==> config.mk <==
export PLATFORM = sky130hd
export DESIGN_NAME = spi_slave_flat
export DESIGN_NICKNAME = d
export VERILOG_FILES = /design/src/rtl/spi_slave_pkg.sv /design/src/rtl/spi_slave_if.sv /design/src/rtl/fifo.sv /design/src/rtl/reg_we.sv /design/src/rtl/spi_slave_shift.sv /design/src/rtl/spi_slave.sv /design/src/flat_wrapper.sv
export SDC_FILE = /design/constraint.sdc
export NUM_CORES = 1
export LEC_CHECK = 0
export BUFFER_PORTS_ARGS = -buffer_cell sky130_fd_sc_hd__buf_2
export CORE_ASPECT_RATIO = 0.7
export CORE_MARGIN = 5
export CORE_UTILIZATION = 45
export DETAILED_ROUTE_END_ITERATION = 6
export GPL_TIMING_DRIVEN = 0
export RECOVER_POWER = 50
export SLEW_MARGIN = 20
export SYNTH_ARGS = -nofsm -noshare
export SYNTH_HDL_FRONTEND = slang
export SYNTH_HIERARCHICAL = 1
export SYNTH_SLANG_ARGS = --single-unit
export TNS_END_PERCENT = 100
==> constraint.sdc <==
create_clock -name clk -period 4.7 [get_ports clk]
set_input_delay 0 -clock clk [delete_from_list [all_inputs] [get_ports clk]]
set_output_delay 0 -clock clk [all_outputs]
set_load 0.01 [all_outputs]
==> src/rtl/spi_slave_pkg.sv <==
// rtl/spi_slave_pkg.sv - register map, register layouts and FSM states for the SPI slave
package spi_slave_pkg;

  localparam int spi_s_depth  = 8;
  localparam int spi_s_sync_w = 2;

  localparam logic [4:0] addr_cr    = 5'h00;
  localparam logic [4:0] addr_dr    = 5'h04;
  localparam logic [4:0] addr_sr    = 5'h08;
  localparam logic [4:0] addr_irq_m = 5'h0C;
  localparam logic [4:0] addr_irq_v = 5'h10;

  typedef struct packed {
    logic [3:0] rx_fifo_lvl;
    logic       en;
    logic       msb_lsb;
    logic       cpha;
    logic       cpol;
  } spi_s_cr_v;

  typedef struct packed {
    logic busy;
    logic udr;
    logic ovr;
    logic tx_full;
    logic tx_emp;
    logic rx_full;
    logic rx_emp;
  } spi_s_sr_v;

  typedef struct packed {
    logic frame_end;
    logic udr;
    logic ovr;
    logic tx_emp;
    logic rx_full;
  } spi_s_irq_v;

  typedef enum logic [1:0] {
    st_idle,
    st_load,
    st_shift
  } spi_s_state_e;

endpackage

==> src/rtl/spi_slave_if.sv <==
// rtl/spi_slave_if.sv - peripheral register bus for the SPI slave
//   addr/re/we/wd : bus request from the host
//   rd/irq        : read data and interrupt back to the host
interface spi_slave_if;
  logic [4:0]  addr;
  logic        re;
  logic        we;
  logic [31:0] wd;
  logic [31:0] rd;
  logic        irq;

  modport master (output addr, re, we, wd, input rd, irq);
  modport slave  (input addr, re, we, wd, output rd, irq);
endinterface

==> src/rtl/fifo.sv <==
// rtl/fifo.sv - show-ahead FIFO with occupancy count
//   push/din : write side, ignored when full unless a pop happens in the same clk
//   pop/dout : read side; when empty dout holds the last popped head
//   count    : current occupancy
module fifo #(
  parameter int depth  = 8,
  parameter int data_w = 8
) (
  input  logic                         clk,
  input  logic                         rstn,
  input  logic                         push,
  input  logic [data_w-1:0]            din,
  input  logic                         pop,
  output logic [data_w-1:0]            dout,
  output logic [$clog2(depth+1)-1:0]   count
);
  localparam int aw = $clog2(depth);
  localparam int cw = $clog2(depth+1);

  logic [data_w-1:0] mem [depth];
  logic [aw-1:0]     wr_ptr;
  logic [aw-1:0]     rd_ptr;
  logic [data_w-1:0] last_head;
  logic              empty;
  logic              full;
  logic              do_push;
  logic              do_pop;

  assign empty   = (count == '0);
  assign full    = (count == cw'(depth));
  assign do_pop  = pop & ~empty;
  // A pop in the same clk frees a slot, so a push into a full FIFO is still taken.
  assign do_push = push & (~full | do_pop);
  assign dout    = empty ? last_head : mem[rd_ptr];

  // Pointers wrap naturally; depth must be a power of two.
  always_ff @(posedge clk or negedge rstn) begin
    if (!rstn) begin
      wr_ptr    <= '0;
      rd_ptr    <= '0;
      count     <= '0;
      last_head <= '0;
    end else begin
      if (do_push) wr_ptr <= wr_ptr + 1'b1;
      if (do_pop) begin
        rd_ptr    <= rd_ptr + 1'b1;
        last_head <= mem[rd_ptr];
      end
      case ({do_push, do_pop})
        2'b10:   count <= count + 1'b1;
        2'b01:   count <= count - 1'b1;
        default: ;
      endcase
    end
  end

  always_ff @(posedge clk) begin
    if (do_push) mem[wr_ptr] <= din;
  end
endmodule

==> src/rtl/reg_we.sv <==
// rtl/reg_we.sv - resettable register with write enable
//   we/d : load strobe and value;  q : register contents
module reg_we #(
  parameter int w = 8
) (
  input  logic         clk,
  input  logic         rstn,
  input  logic         we,
  input  logic [w-1:0] d,
  output logic [w-1:0] q
);
  always_ff @(posedge clk or negedge rstn) begin
    if (!rstn)   q <= '0;
    else if (we) q <= d;
  end
endmodule

==> src/rtl/spi_slave_shift.sv <==
// rtl/spi_slave_shift.sv - SPI pin synchronizers, edge detect, frame FSM and byte shifter
//   spi_sck/spi_cs/spi_mosi : async SPI inputs;  spi_miso/spi_miso_oe : SPI outputs
//   en/cpol/cpha/msb_lsb    : live CR fields, mode latched at frame start
//   tx_req/tx_avail/tx_data : byte fetch (tx_req pulses in the load clk)
//   udr_set                 : fetch found no data, 0xFF used instead
//   rx_vld/rx_data          : completed received byte
//   frame_end/busy          : cs released after >=1 byte / frame in progress
module spi_slave_shift
  import spi_slave_pkg::*;
#(
  parameter int sync_w = 2
) (
  input  logic       clk,
  input  logic       rstn,
  input  logic       spi_sck,
  input  logic       spi_cs,
  input  logic       spi_mosi,
  output logic       spi_miso,
  output logic       spi_miso_oe,
  input  logic       en,
  input  logic       cpol,
  input  logic       cpha,
  input  logic       msb_lsb,
  output logic       tx_req,
  input  logic       tx_avail,
  input  logic [7:0] tx_data,
  output logic       udr_set,
  output logic       rx_vld,
  output logic [7:0] rx_data,
  output logic       frame_end,
  output logic       busy
);
  logic [sync_w-1:0] sck_sync, cs_sync, mosi_sync;
  logic              sck_d, cs_d;
  logic              sck_s, cs_s, mosi_s;
  logic              sck_rise, sck_fall, cs_rise, cs_fall;
  logic              sample_edge, shift_edge, last_bit;
  logic              f_cpol, f_cpha, f_lsb;
  spi_s_state_e      state, state_n;
  logic [2:0]        cnt, out_idx;
  logic [7:0]        tx_sr, rx_sr, rx_next;
  logic              got_byte;

  // All sync flops reset to 0: a cs held low through reset never looks like a
  // falling edge afterwards, so an aborted frame cannot resume mid-byte.
  always_ff @(posedge clk or negedge rstn) begin
    if (!rstn) begin
      sck_sync  <= '0;
      cs_sync   <= '0;
      mosi_sync <= '0;
      sck_d     <= 1'b0;
      cs_d      <= 1'b0;
    end else begin
      sck_sync  <= {sck_sync[sync_w-2:0], spi_sck};
      cs_sync   <= {cs_sync[sync_w-2:0], spi_cs};
      mosi_sync <= {mosi_sync[sync_w-2:0], spi_mosi};
      sck_d     <= sck_sync[sync_w-1];
      cs_d      <= cs_sync[sync_w-1];
    end
  end

  assign sck_s    = sck_sync[sync_w-1];
  assign cs_s     = cs_sync[sync_w-1];
  assign mosi_s   = mosi_sync[sync_w-1];
  assign sck_rise = sck_s & ~sck_d;
  assign sck_fall = ~sck_s & sck_d;
  assign cs_rise  = cs_s & ~cs_d;
  assign cs_fall  = ~cs_s & cs_d;

  assign sample_edge = (f_cpol == f_cpha) ? sck_rise : sck_fall;
  assign shift_edge  = (f_cpol == f_cpha) ? sck_fall : sck_rise;
  assign last_bit    = sample_edge && (cnt == 3'd7);
  assign rx_next     = f_lsb ? {mosi_s, rx_sr[7:1]} : {rx_sr[6:0], mosi_s};
  assign rx_data     = rx_next;
  assign udr_set     = tx_req & ~tx_avail;
  assign busy        = (state != st_idle);

  always_ff @(posedge clk or negedge rstn) begin
    if (!rstn) state <= st_idle;
    else       state <= state_n;
  end

  always_comb begin
    state_n   = state;
    tx_req    = 1'b0;
    rx_vld    = 1'b0;
    frame_end = 1'b0;
    case (state)
      st_idle:  if (cs_fall && en) state_n = st_load;
      st_load: begin
        if (cs_rise) state_n = st_idle;
        else begin
          tx_req  = 1'b1;
          state_n = st_shift;
        end
      end
      st_shift: begin
        if (cs_rise) begin
          state_n   = st_idle;
          frame_end = got_byte;
        end else if (last_bit) begin
          rx_vld = 1'b1;
          tx_req = 1'b1;
        end
      end
      default: state_n = st_idle;
    endcase
  end

  // out_idx selects the tx bit on MISO. On a shift edge it takes the number of
  // bits already sampled, which also leaves bit 0 in place on the cpha=1 lead-in
  // edge and after the byte wrap.
  always_ff @(posedge clk or negedge rstn) begin
    if (!rstn) begin
      f_cpol   <= 1'b0;
      f_cpha   <= 1'b0;
      f_lsb    <= 1'b0;
      cnt      <= 3'd0;
      out_idx  <= 3'd0;
      tx_sr    <= 8'd0;
      rx_sr    <= 8'd0;
      got_byte <= 1'b0;
    end else begin
      if (state == st_idle && cs_fall && en) begin
        f_cpol <= cpol;
        f_cpha <= cpha;
        f_lsb  <= msb_lsb;
      end
      if (tx_req) tx_sr <= tx_avail ? tx_data : 8'hFF;
      if (state == st_load) begin
        cnt      <= 3'd0;
        out_idx  <= 3'd0;
        got_byte <= 1'b0;
      end else if (state == st_shift && !cs_rise) begin
        if (sample_edge) begin
          rx_sr <= rx_next;
          cnt   <= cnt + 3'd1;
          if (cnt == 3'd7) begin
            out_idx  <= 3'd0;
            got_byte <= 1'b1;
          end
        end else if (shift_edge) begin
          out_idx <= cnt;
        end
      end
    end
  end

  assign spi_miso_oe = busy & ~cs_s & en;
  assign spi_miso    = spi_miso_oe & (f_lsb ? tx_sr[out_idx] : tx_sr[~out_idx]);
endmodule

==> src/rtl/spi_slave.sv <==
// rtl/spi_slave.sv - SPI slave peripheral with tx/rx FIFOs, status and interrupt registers
//   clk/rstn                 : system clock, async active-low reset
//   bus                      : register bus (addr/re/we/wd in, rd/irq out)
//   spi_sck/spi_cs/spi_mosi  : SPI inputs from the master
//   spi_miso/spi_miso_oe     : SPI data out and its output enable
module spi_slave
  import spi_slave_pkg::*;
#(
  parameter int depth  = spi_s_depth,
  parameter int sync_w = spi_s_sync_w
) (
  input  logic        clk,
  input  logic        rstn,
  spi_slave_if.slave  bus,
  input  logic        spi_sck,
  input  logic        spi_cs,
  input  logic        spi_mosi,
  output logic        spi_miso,
  output logic        spi_miso_oe
);
  localparam int cw = $clog2(depth+1);

  logic [7:0]    cr_q;
  spi_s_cr_v     cr;
  logic [4:0]    irq_m_q, irq_v_q, irq_v_d;
  spi_s_irq_v    irq_cond;
  spi_s_sr_v     sr;
  logic          sel_cr, sel_dr, sel_sr, sel_irq_m, sel_irq_v;
  logic          irq_v_wr, irq_v_we;
  logic          tx_req, tx_avail, tx_pop, udr_set;
  logic          rx_vld, rx_pop, ovr_set, frame_end, busy;
  logic [7:0]    tx_dout, rx_dout, rx_data;
  logic [cw-1:0] tx_cnt, rx_cnt;
  logic          ovr, udr;
  logic          unused_wd;

  assign unused_wd = ^bus.wd[31:8];

  assign sel_cr    = (bus.addr == addr_cr);
  assign sel_dr    = (bus.addr == addr_dr);
  assign sel_sr    = (bus.addr == addr_sr);
  assign sel_irq_m = (bus.addr == addr_irq_m);
  assign sel_irq_v = (bus.addr == addr_irq_v);

  reg_we #(.w(8)) u_cr (
    .clk(clk), .rstn(rstn), .we(bus.we & sel_cr), .d(bus.wd[7:0]), .q(cr_q));
  assign cr = cr_q;

  reg_we #(.w(5)) u_irq_m (
    .clk(clk), .rstn(rstn), .we(bus.we & sel_irq_m), .d(bus.wd[4:0]), .q(irq_m_q));

  // Hardware set wins over a software write in the same clk.
  assign irq_v_wr = bus.we & sel_irq_v;
  assign irq_v_we = irq_v_wr | (|irq_cond);
  assign irq_v_d  = (irq_v_wr ? bus.wd[4:0] : irq_v_q) | irq_cond;

  reg_we #(.w(5)) u_irq_v (
    .clk(clk), .rstn(rstn), .we(irq_v_we), .d(irq_v_d), .q(irq_v_q));

  assign tx_avail = (tx_cnt != '0);
  assign tx_pop   = tx_req & tx_avail;
  assign rx_pop   = bus.re & sel_dr;

  fifo #(.depth(depth), .data_w(8)) u_tx_fifo (
    .clk(clk), .rstn(rstn), .push(bus.we & sel_dr), .din(bus.wd[7:0]),
    .pop(tx_pop), .dout(tx_dout), .count(tx_cnt));

  fifo #(.depth(depth), .data_w(8)) u_rx_fifo (
    .clk(clk), .rstn(rstn), .push(rx_vld), .din(rx_data),
    .pop(rx_pop), .dout(rx_dout), .count(rx_cnt));

  spi_slave_shift #(.sync_w(sync_w)) u_shift (
    .clk(clk), .rstn(rstn),
    .spi_sck(spi_sck), .spi_cs(spi_cs), .spi_mosi(spi_mosi),
    .spi_miso(spi_miso), .spi_miso_oe(spi_miso_oe),
    .en(cr.en), .cpol(cr.cpol), .cpha(cr.cpha), .msb_lsb(cr.msb_lsb),
    .tx_req(tx_req), .tx_avail(tx_avail), .tx_data(tx_dout), .udr_set(udr_set),
    .rx_vld(rx_vld), .rx_data(rx_data), .frame_end(frame_end), .busy(busy));

  // A full rx FIFO still accepts the byte if the bus pops in the same clk.
  assign ovr_set = rx_vld & (rx_cnt == cw'(depth)) & ~rx_pop;

  always_ff @(posedge clk or negedge rstn) begin
    if (!rstn) begin
      ovr <= 1'b0;
      udr <= 1'b0;
    end else begin
      if (bus.we && sel_sr) begin
        ovr <= 1'b0;
        udr <= 1'b0;
      end
      if (ovr_set) ovr <= 1'b1;
      if (udr_set) udr <= 1'b1;
    end
  end

  always_comb begin
    sr         = '0;
    sr.rx_emp  = (rx_cnt == '0);
    sr.rx_full = (rx_cnt >= cw'(cr.rx_fifo_lvl));
    sr.tx_emp  = (tx_cnt == '0);
    sr.tx_full = (tx_cnt == cw'(depth));
    sr.ovr     = ovr;
    sr.udr     = udr;
    sr.busy    = busy;
  end

  always_comb begin
    irq_cond           = '0;
    irq_cond.rx_full   = sr.rx_full;
    irq_cond.tx_emp    = sr.tx_emp;
    irq_cond.ovr       = ovr;
    irq_cond.udr       = udr;
    irq_cond.frame_end = frame_end;
    irq_cond           = irq_cond & irq_m_q;
  end

  always_comb begin
    bus.rd = '0;
    case (bus.addr)
      addr_cr:    bus.rd = {24'd0, cr_q};
      addr_dr:    bus.rd = {24'd0, rx_dout};
      addr_sr:    bus.rd = {25'd0, sr};
      addr_irq_m: bus.rd = {27'd0, irq_m_q};
      addr_irq_v: bus.rd = {27'd0, irq_v_q};
      default:    bus.rd = '0;
    endcase
  end

  assign bus.irq = |irq_v_q;
endmodule

==> src/flat_wrapper.sv <==
// flat-port wrapper written by rule: the top's interface ports become plain ports
module spi_slave_flat import spi_slave_pkg::*;
#(
  parameter int depth  = spi_s_depth,
  parameter int sync_w = spi_s_sync_w
)
  (clk, rstn, spi_sck, spi_cs, spi_mosi, spi_miso, spi_miso_oe, bus_addr, bus_re, bus_we, bus_wd, bus_rd, bus_irq);
  spi_slave_if bus_i ();
  input  logic clk;
  input  logic rstn;
  input  logic spi_sck;
  input  logic spi_cs;
  input  logic spi_mosi;
  output logic spi_miso;
  output logic spi_miso_oe;
  input wire logic [$bits(bus_i.addr)-1:0] bus_addr;
  input wire logic [$bits(bus_i.re)-1:0] bus_re;
  input wire logic [$bits(bus_i.we)-1:0] bus_we;
  input wire logic [$bits(bus_i.wd)-1:0] bus_wd;
  output wire logic [$bits(bus_i.rd)-1:0] bus_rd;
  output wire logic [$bits(bus_i.irq)-1:0] bus_irq;
  assign bus_i.addr = bus_addr;
  assign bus_i.re = bus_re;
  assign bus_i.we = bus_we;
  assign bus_i.wd = bus_wd;
  assign bus_rd = bus_i.rd;
  assign bus_irq = bus_i.irq;
  spi_slave #(.depth(depth), .sync_w(sync_w)) u_core (.clk(clk), .rstn(rstn), .bus(bus_i), .spi_sck(spi_sck), .spi_cs(spi_cs), .spi_mosi(spi_mosi), .spi_miso(spi_miso), .spi_miso_oe(spi_miso_oe));
endmodule
==> impl_metrics.json, run 1 <==
{
  "cts_tree": "built",
  "r2r_end": "u_core/u_tx_fifo/count[3]$_DFFE_PN0P_",
  "cts_root_buf": "clkbuf_16",
  "r2r-start": "u_core/u_shift/f_cpha$_DFFE_PN0P_",
  "port_buffers": 28,
  "core-area_mm2": 0.0226,
  "cp.arrival_ns": 4.65,
  "p_leak_nw": 4.69,
  "fin_cells": 1189,
  "fin_crit_sh_pct": 91.3,
  "drt_iter0_drc": 576,
  "endpoint_kind": "register",
  "synth-simple-area-share_pct": 8.20,
  "cp_num_cells": 13,
  "cp-endpoint": "u_core/u_tx_fifo/count[3]$_DFFE_PN0P_",
  "fmax_mhz": 233,
  "cts_buffer_depth": 3,
  "fin_worst_skew_ns": 0.0113,
  "dr.pass1.iters": 5,
  "rsz0062_at_grt": "false",
  "synth_xor_area_share_pct": 0.937,
  "min_period_ns": 4.29,
  "yosys-mux-area-fraction_pct": 14.7,
  "crit_start": "u_core/u_shift/f_cpha$_DFFE_PN0P_",
  "via_per_inst": 5.41,
  "critPathSlowestCell": "or4_1",
  "cts.htree.levels": 1,
  "required_ns": 5.06,
  "relSlewSlack_pct": -139,
  "status": "finished, violations left",
  "hold_path_class": "primary input to register",
  "crit_buf_inv": 2,
  "synthCells": 770,
  "grt_max_degree": 82,
  "dp_cells": 1134,
  "clkTransAtPathRegs_ns": 0.06,
  "grt_pass1_vias": 6433,
  "violations": "capacitance limit, slew limit",
  "fp-row-count": 46,
  "drc_errors": 0,
  "peakVddDrop_mv": 0.291,
  "die-area_mm2": 0.0260,
  "rr_worst_depth": 13,
  "die_w_um": 191,
  "final_layout_size_suffix_gt1_share_pct": 19.0,
  "setup_slack_ns": 0.409,
  "ys.flop_type": "edfxtp_1",
  "initial_utilization_pct": 45.6,
  "ios": 79,
  "pre_cts_slack_ns": 0.146,
  "hold_violations": 0,
  "insertion_delay_ns": 0.50,
  "crit_path_max_fanout": 10,
  "worstMarginPinSlew_ns": 3.58,
  "rrSetupSlack_ns": 0.41,
  "cts_resized": 0,
  "diodes": 0,
  "cts.sinks": 220,
  "grt_pass1_wl_um": 36200,
  "grt.total_usage_pct": 17.8,
  "yosysSeqAreaShare_pct": 59.8,
  "finalSetupViolCount": 0,
  "ant_nets": 0,
  "start_kind": "register",
  "vias": 6436,
  "yosysWarningCount": 6,
  "grt_remaining_overflow": 0,
  "die_h_um": 136,
  "synthesis.area_per_instance_um2": 13.4,
  "layout_common_cells": "128 x edfxtp_1, 92 x dfrtp_1, 72 x nand2_1",
  "layout_commonest_cell": "edfxtp_1",
  "wl_um": 22500,
  "cap_viol_max_count": 1,
  "crit_family": "simple AND/OR/NAND/NOR gates",
  "antenna_found_initial": 0,
  "ys_ff_latch": 220,
  "path_class": "register to register",
  "gp_congestion": 0.906,
  "critPathMaxStageDelay_ns": 0.52,
  "wl_per_cell_um": 18.9,
  "netlist_top_cells_area": "edfxtp_1 37%, dfrtp_1 22%, mux2_2 6.7%",
  "post-dp-hpwl_um": 16200,
  "yosysTopAreaCellShare_pct": 37.4,
  "synthAdderAreaFrac_pct": 2.70,
  "cts_buffers": 22,
  "ys_types": 68,
  "slew_violations": 82,
  "critical_path.cell_chain": "xor2_1 -> mux2i_1 -> o31ai_4 -> nor2b_1 -> clkbuf_1 -> o41ai_1 -> buf_2 -> nor2_1 -> ha_1 -> o21ai_0 -> or3_1 -> o211a_1 -> or4_1",
  "powerDensity_mw_per_mm2": 471,
  "synth_area_mm2": 0.0103,
  "synth_edf_count": 128,
  "yosys.area.top_type": "edfxtp_1",
  "synth_compound_area_share_pct": 8.87,
  "async_reset_ff_share_pct": 41.8,
  "synth_top_family_by_area": "multiplexers",
  "setup_tns_ns": 0,
  "syn_to_final_growth_pct": 13.8,
  "final_nets": 926
}
==> kinds of logic after synthesis <==
family | after synthesis
XOR/XNOR | 11
other | 1
flip-flops | 220
AO/OA/AOI/OAI | 129
adder cells (fa/ha/maj) | 21
multiplexers | 131
AND/OR/NAND/NOR | 175
buffers and inverters | 82
==> worst min-delay path, cell delays in order <==
cell and delay, ns:
buf_2 0.09, and2_1 0.25, o2bb2ai_1 0.17
==> final cells by class <==
cell class / instances / area [µm²]
tap: 312 / 390
fill: 1947 / 10900
buffer: 54 / 375
inverter: 28 / 105
clock inverter: 11 / 52.6
multi-input combinational: 491 / 3730
timing repair buffer: 44 / 294
sequential: 220 / 6150
clock buffer: 29 / 608
==> flip-flops by register name, summed over array words and instances (netlist names), 4 cells and up <==
name / flops
u_core/u_shift/rx_sr: 8
u_core/u_shift/tx_sr: 8
u_core/u_cr/q: 8
u_core/u_irq_v/q: 5
u_core/u_rx_fifo/last_head: 8
u_core/u_irq_m/q: 5
u_core/u_tx_fifo/last_head: 8
u_core/u_tx_fifo/count: 4
u_core/u_tx_fifo/mem: 64
u_core/u_rx_fifo/count: 4
u_core/u_rx_fifo/mem: 64
==> timing repair <==
item                                    CTS  global route
buffers inserted                          0             1
hold buffers                             14             0
hold endpoints to repair                174             0
endpoints found under the setup margin    0             1
==> per-stage QoR <==
stage / instance area (µm²) / util (%) / power [mW] / hold slack, ns
2_1_floorplan: 10400 / - / 3.54 / -0.296
3_3_place_gp: 10900 / 48.3 / 3.86 / 0.112
3_5_place_dp: 11000 / 48.5 / 3.94 / -0.171
4_1_cts: 11800 / 52.1 / 5.57 / 0.0284
5_1_grt: 11700 / 51.9 / 5.83 / 0.0756
6_report: 11700 / 51.9 / 5.52 / 0.0448
==> power by group <==
group	total (mW)	leakage, nW	internal (mW)	switching [mW]
clock network	1.61	0.328	0.909	0.700
registers	2.47	2.37	2.27	0.200
logic	1.44	1.99	0.658	0.779
==> synthesized netlist by cell type (3+ instances only) <==
library cell / count
buf_2: 6
o21ai_1: 18
or3_1: 6
nand3_1: 6
nand2_1: 72
edfxtp_1: 128
mux2_2: 61
mux2_4: 9
mux2i_1: 44
clkbuf_1: 8
a221o_1: 18
a22oi_1: 5
xor2_1: 4
nor3_1: 13
buf_4: 29
and2_1: 5
mux2_1: 12
buf_6: 7
a31oi_1: 4
a22o_1: 3
o211ai_1: 3
nor2_1: 27
o21ai_0: 27
a21oi_1: 7
nor2b_1: 6
a32o_1: 3
nor4_1: 5
o22ai_1: 18
buf_1: 3
inv_1: 26
ha_1: 19
o21a_1: 5
a211oi_1: 3
dfrtp_1: 92
mux4_2: 4
nand2b_1: 21
xnor2_1: 7
==> layer usage <==
layer  vias up  global-route usage [%]  routed length, µm  share of wire (%)
li1       3010                       -                  -                  -
met5         -                       0                  0                  0
met2       175                    26.1               9480                 42
met4         0                    3.31                359                1.6
met1      3218                    28.3              11200                 50
met3        33                    2.77               1460                6.5
==> worst min path at each step <==
stage | startpoint | endpoint | depth (start not counted)
2_1_floorplan | rstn | u_core/ovr$_DFFE_PN0P_ | 0
3_3_place_gp | spi_cs | u_core/u_shift/cs_sync[0]$_DFF_PN0_ | 1
3_5_place_dp | rstn | u_core/u_tx_fifo/last_head[4]$_DFFE_PN0N_ | 1
4_1_cts | bus_re | u_core/ovr$_DFFE_PN0P_ | 3
5_1_grt | bus_re | u_core/ovr$_DFFE_PN0P_ | 3
6_report | bus_re | u_core/ovr$_DFFE_PN0P_ | 3
(Power assumes the default switching activity.)
==> inputs of run 2 (changes only) <==
--- a/config.mk
+++ b/config.mk
@@ -5,6 +5,7 @@
 export SDC_FILE = /design/constraint.sdc
 export NUM_CORES = 1
 export LEC_CHECK = 0
+export ABC_AREA = 1
 export BUFFER_PORTS_ARGS = -buffer_cell sky130_fd_sc_hd__buf_2
 export CORE_ASPECT_RATIO = 0.7
 export CORE_MARGIN = 5
==> impl_metrics.json, run 2 <==
{
  "synthesis.area_per_instance_um2": 9.04,
  "setup_tns_ns": 0,
  "grt_pass1_vias": 7222,
  "p_switching_mw": 2.50,
  "crit_path_max_fanout": 10,
  "ys.flop_type": "edfxtp_1",
  "vias": 8004,
  "fill_cells": 2220,
  "cts_buffers": 23,
  "wl_um": 25200,
  "power_frac_seq_pct": 37.8,
  "violations": "capacitance limit, slew limit",
  "async_reset_ff_share_pct": 41.8,
  "cp.arrival_ns": 3.75,
  "endpoint_kind": "register",
  "cts_buffer_depth": 3,
  "critPathSlowestCell": "nor2_1",
  "ys_top_cells_by_count": "403 x nand2_1, 180 x nor2_1, 128 x edfxtp_1",
  "wl_per_cell_um": 15.4,
  "finalSetupViolCount": 0,
  "hold_violations": 0,
  "post-dp-hpwl_um": 18100,
  "critPathMaxStageDelay_ns": 0.65,
  "dr.pass1.iters": 5,
  "layout_common_cells": "403 x nand2_1, 181 x nor2_1, 128 x edfxtp_1",
  "fin_total_pwr_mw": 6.68,
  "r2r-start": "u_core/u_shift/state[0]$_DFFE_PN0P_",
  "syn_to_final_growth_pct": 13.7,
  "peakVddDrop_mv": 0.248,
  "fp-row-count": 47,
  "cts_tree": "built",
  "ios": 79,
  "powerDensity_mw_per_mm2": 541,
  "placed_cell_area_mm2": 0.0115,
  "diodes": 0,
  "yosys-mux-area-fraction_pct": 0,
  "p_leak_nw": 5.64,
  "initial_utilization_pct": 45.8,
  "required_ns": 4.84,
  "insertion_delay_ns": 0.52,
  "via_per_inst": 4.90,
  "grt_pass1_wl_um": 39900,
  "final_area_mm2": 0.0123,
  "p_int_mw": 4.18,
  "synth-simple-area-share_pct": 25.9,
  "die_h_um": 140,
  "min-delay-start": "bus_addr[4]",
  "cts.htree.levels": 1,
  "layout_commonest_cell": "nand2_1",
  "combPwrFrac_pct": 35.9,
  "start_kind": "register",
  "fin_crit_sh_pct": 76.7,
  "path_class": "register to register",
  "setup_slack_ns": 1.09,
  "fmax_mhz": 277,
  "yosys.area.top_type": "edfxtp_1",
  "yosysSeqAreaShare_pct": 56.6,
  "worstMarginPinSlew_ns": 3.38,
  "synth_xor_area_share_pct": 0.807,
  "largestRegisters": "u_core/u_rx_fifo/mem (64), u_core/u_tx_fifo/mem (64)",
  "final_layout_size_suffix_gt1_share_pct": 12.0,
  "status": "finished, violations left",
  "yosysWarningCount": 6,
  "drc_errors": 0,
  "grt.total_usage_pct": 18.2,
  "synthCells": 1201,
  "fin_worst_skew_ns": 0.0105,
  "ant_nets": 0,
  "yosysTopAreaCellShare_pct": 35.4,
  "synth_compound_area_share_pct": 5.61,
  "clkTransAtPathRegs_ns": 0.06,
  "grt_max_degree": 63,
  "yosysMostFrequentCell": "nand2_1",
  "p_sw_share_pct": 37.5,
  "ys_types": 40,
  "cts.sinks": 220,
  "synth_edf_count": 128,
  "drt_iter0_drc": 717,
  "rsz0062_at_grt": "false",
  "gp_congestion": 0.880,
  "clkPwrFrac_pct": 26.4,
  "pre_cts_slack_ns": 1.13,
  "grt_remaining_overflow": 0,
  "synthAdderAreaFrac_pct": 2.56,
  "die_w_um": 196,
  "crit_start": "u_core/u_shift/state[0]$_DFFE_PN0P_",
  "die-area_mm2": 0.0274,
  "final_nets": 1364,
  "slew_violations": 94,
  "ys_ff_latch": 220,
  "netlist_top_cells_area": "edfxtp_1 35%, dfrtp_1 21%, nand2_1 14%",
  "critical_path.cell_chain": "inv_1 -> ha_1 -> clkbuf_1 -> nand2_4 -> inv_1 -> a21boi_0 -> nor2_1 -> nand3_1 -> nand2_1 -> or2_1 -> nor2_1",
  "relSlewSlack_pct": -126,
  "hold_path_class": "primary input to register",
  "cts_root_buf": "clkbuf_16",
  "core-area_mm2": 0.0237,
  "synth_top_family_by_area": "simple AND/OR/NAND/NOR gates",
  "cts_setup_buffers": 0,
  "synth_area_mm2": 0.0109,
  "antenna_found_initial": 0,
  "cap_viol_max_count": 2,
  "port_buffers": 29,
  "min_period_ns": 3.61
}
## run 2: cell count changes after synthesis, sizes merged, moves of 44 or more
cell   delta
inv      +70
o21ai    +45
nand2   +343
mux2i    -44
mux2     -82
nor2    +159
## run 2: timing repair
item	in CTS	in global routing
hold buffers	20	0
endpoints found under the hold margin	179	0
resized for setup	0	0
## run 2: area by class of cell
cell class | count | area, µm² | share of cell area [%]
Timing Repair Buffer | 50 | 330 | 2.68
Multi-Input combinational cell | 840 | 3840 | 31.1
Tap cell | 318 | 398 | 3.22
Clock inverter | 10 | 78.8 | 0.638
Inverter | 100 | 380 | 3.08
Clock buffer | 32 | 649 | 5.26
Sequential cell | 220 | 6150 | 49.8
Buffer | 64 | 520 | 4.22
## run 2: routing by layer
metal	vias up	track usage, %	wire length, µm
met5	-	0	0
met4	0	3.01	320
met3	26	4.18	2320
met2	247	23.9	9490
met1	3720	30.5	13000
li1	4011	-	-
## run 2: worst max-delay path, delay by kind of cell, from the launching register on
kind | cells | cell delay, ns
adders and majority gates | 1 | 0.27
buffers and inverters | 3 | 0.53
and+or+nand+nor | 6 | 1.50
DFF | 1 | 0.38
AOI/OAI and AO/OA | 1 | 0.56
## run 2: logic make-up (layout without fill, tap and decap cells)
logic type,Yosys count,after routing
compound gates,109,109
xor+xnor,10,10
fa+ha+maj,21,21
buf+inv,164,256
flops,220,220
other cells,1,24
simple gates,676,676
## run 2: final timing paths
check                                                       endpoint  slack [ns]  depth (start not counted)
setup / recovery                u_core/u_tx_fifo/mem[4][3]$_DFFE_PP_        1.09                         11
hold / removal                       u_core/u_irq_v/q[1]$_DFFE_PN0P_        0.05                          7
setup reg to reg                u_core/u_tx_fifo/mem[4][3]$_DFFE_PP_        1.09                         11
hold reg to reg                 u_core/u_shift/sck_sync[1]$_DFF_PN0_        0.35                          0
max in group asynchronous     u_core/u_rx_fifo/wr_ptr[2]$_DFFE_PN0P_        1.43                          3
min in group asynchronous  u_core/u_tx_fifo/last_head[6]$_DFFE_PN0N_        0.61                          3
## run 2: power by group through the flow
stage               combinational, mW  clock [mW]  sequential (mW)
detailed placement               2.39           0             2.55
floorplan                        1.80           0             2.49
global placement                 2.35           0             2.55
global route                     2.72        1.89             2.56
CTS                              2.41        1.80             2.52
finish                           2.40        1.76             2.52
## run 2: through the flow
| stage | hold slack, ns | cells | util [%] |
|---|---|---|---|
| after floorplan | -0.296 | 1224 | - |
| after global placement | 0.108 | 1571 | 48.5 |
| after detailed placement | -0.0929 | 1572 | 48.6 |
| after CTS | 0.0126 | 1634 | 52.6 |
| after global routing | 0.0906 | 1634 | 52.1 |
| final | 0.0545 | 1634 | 52.1 |
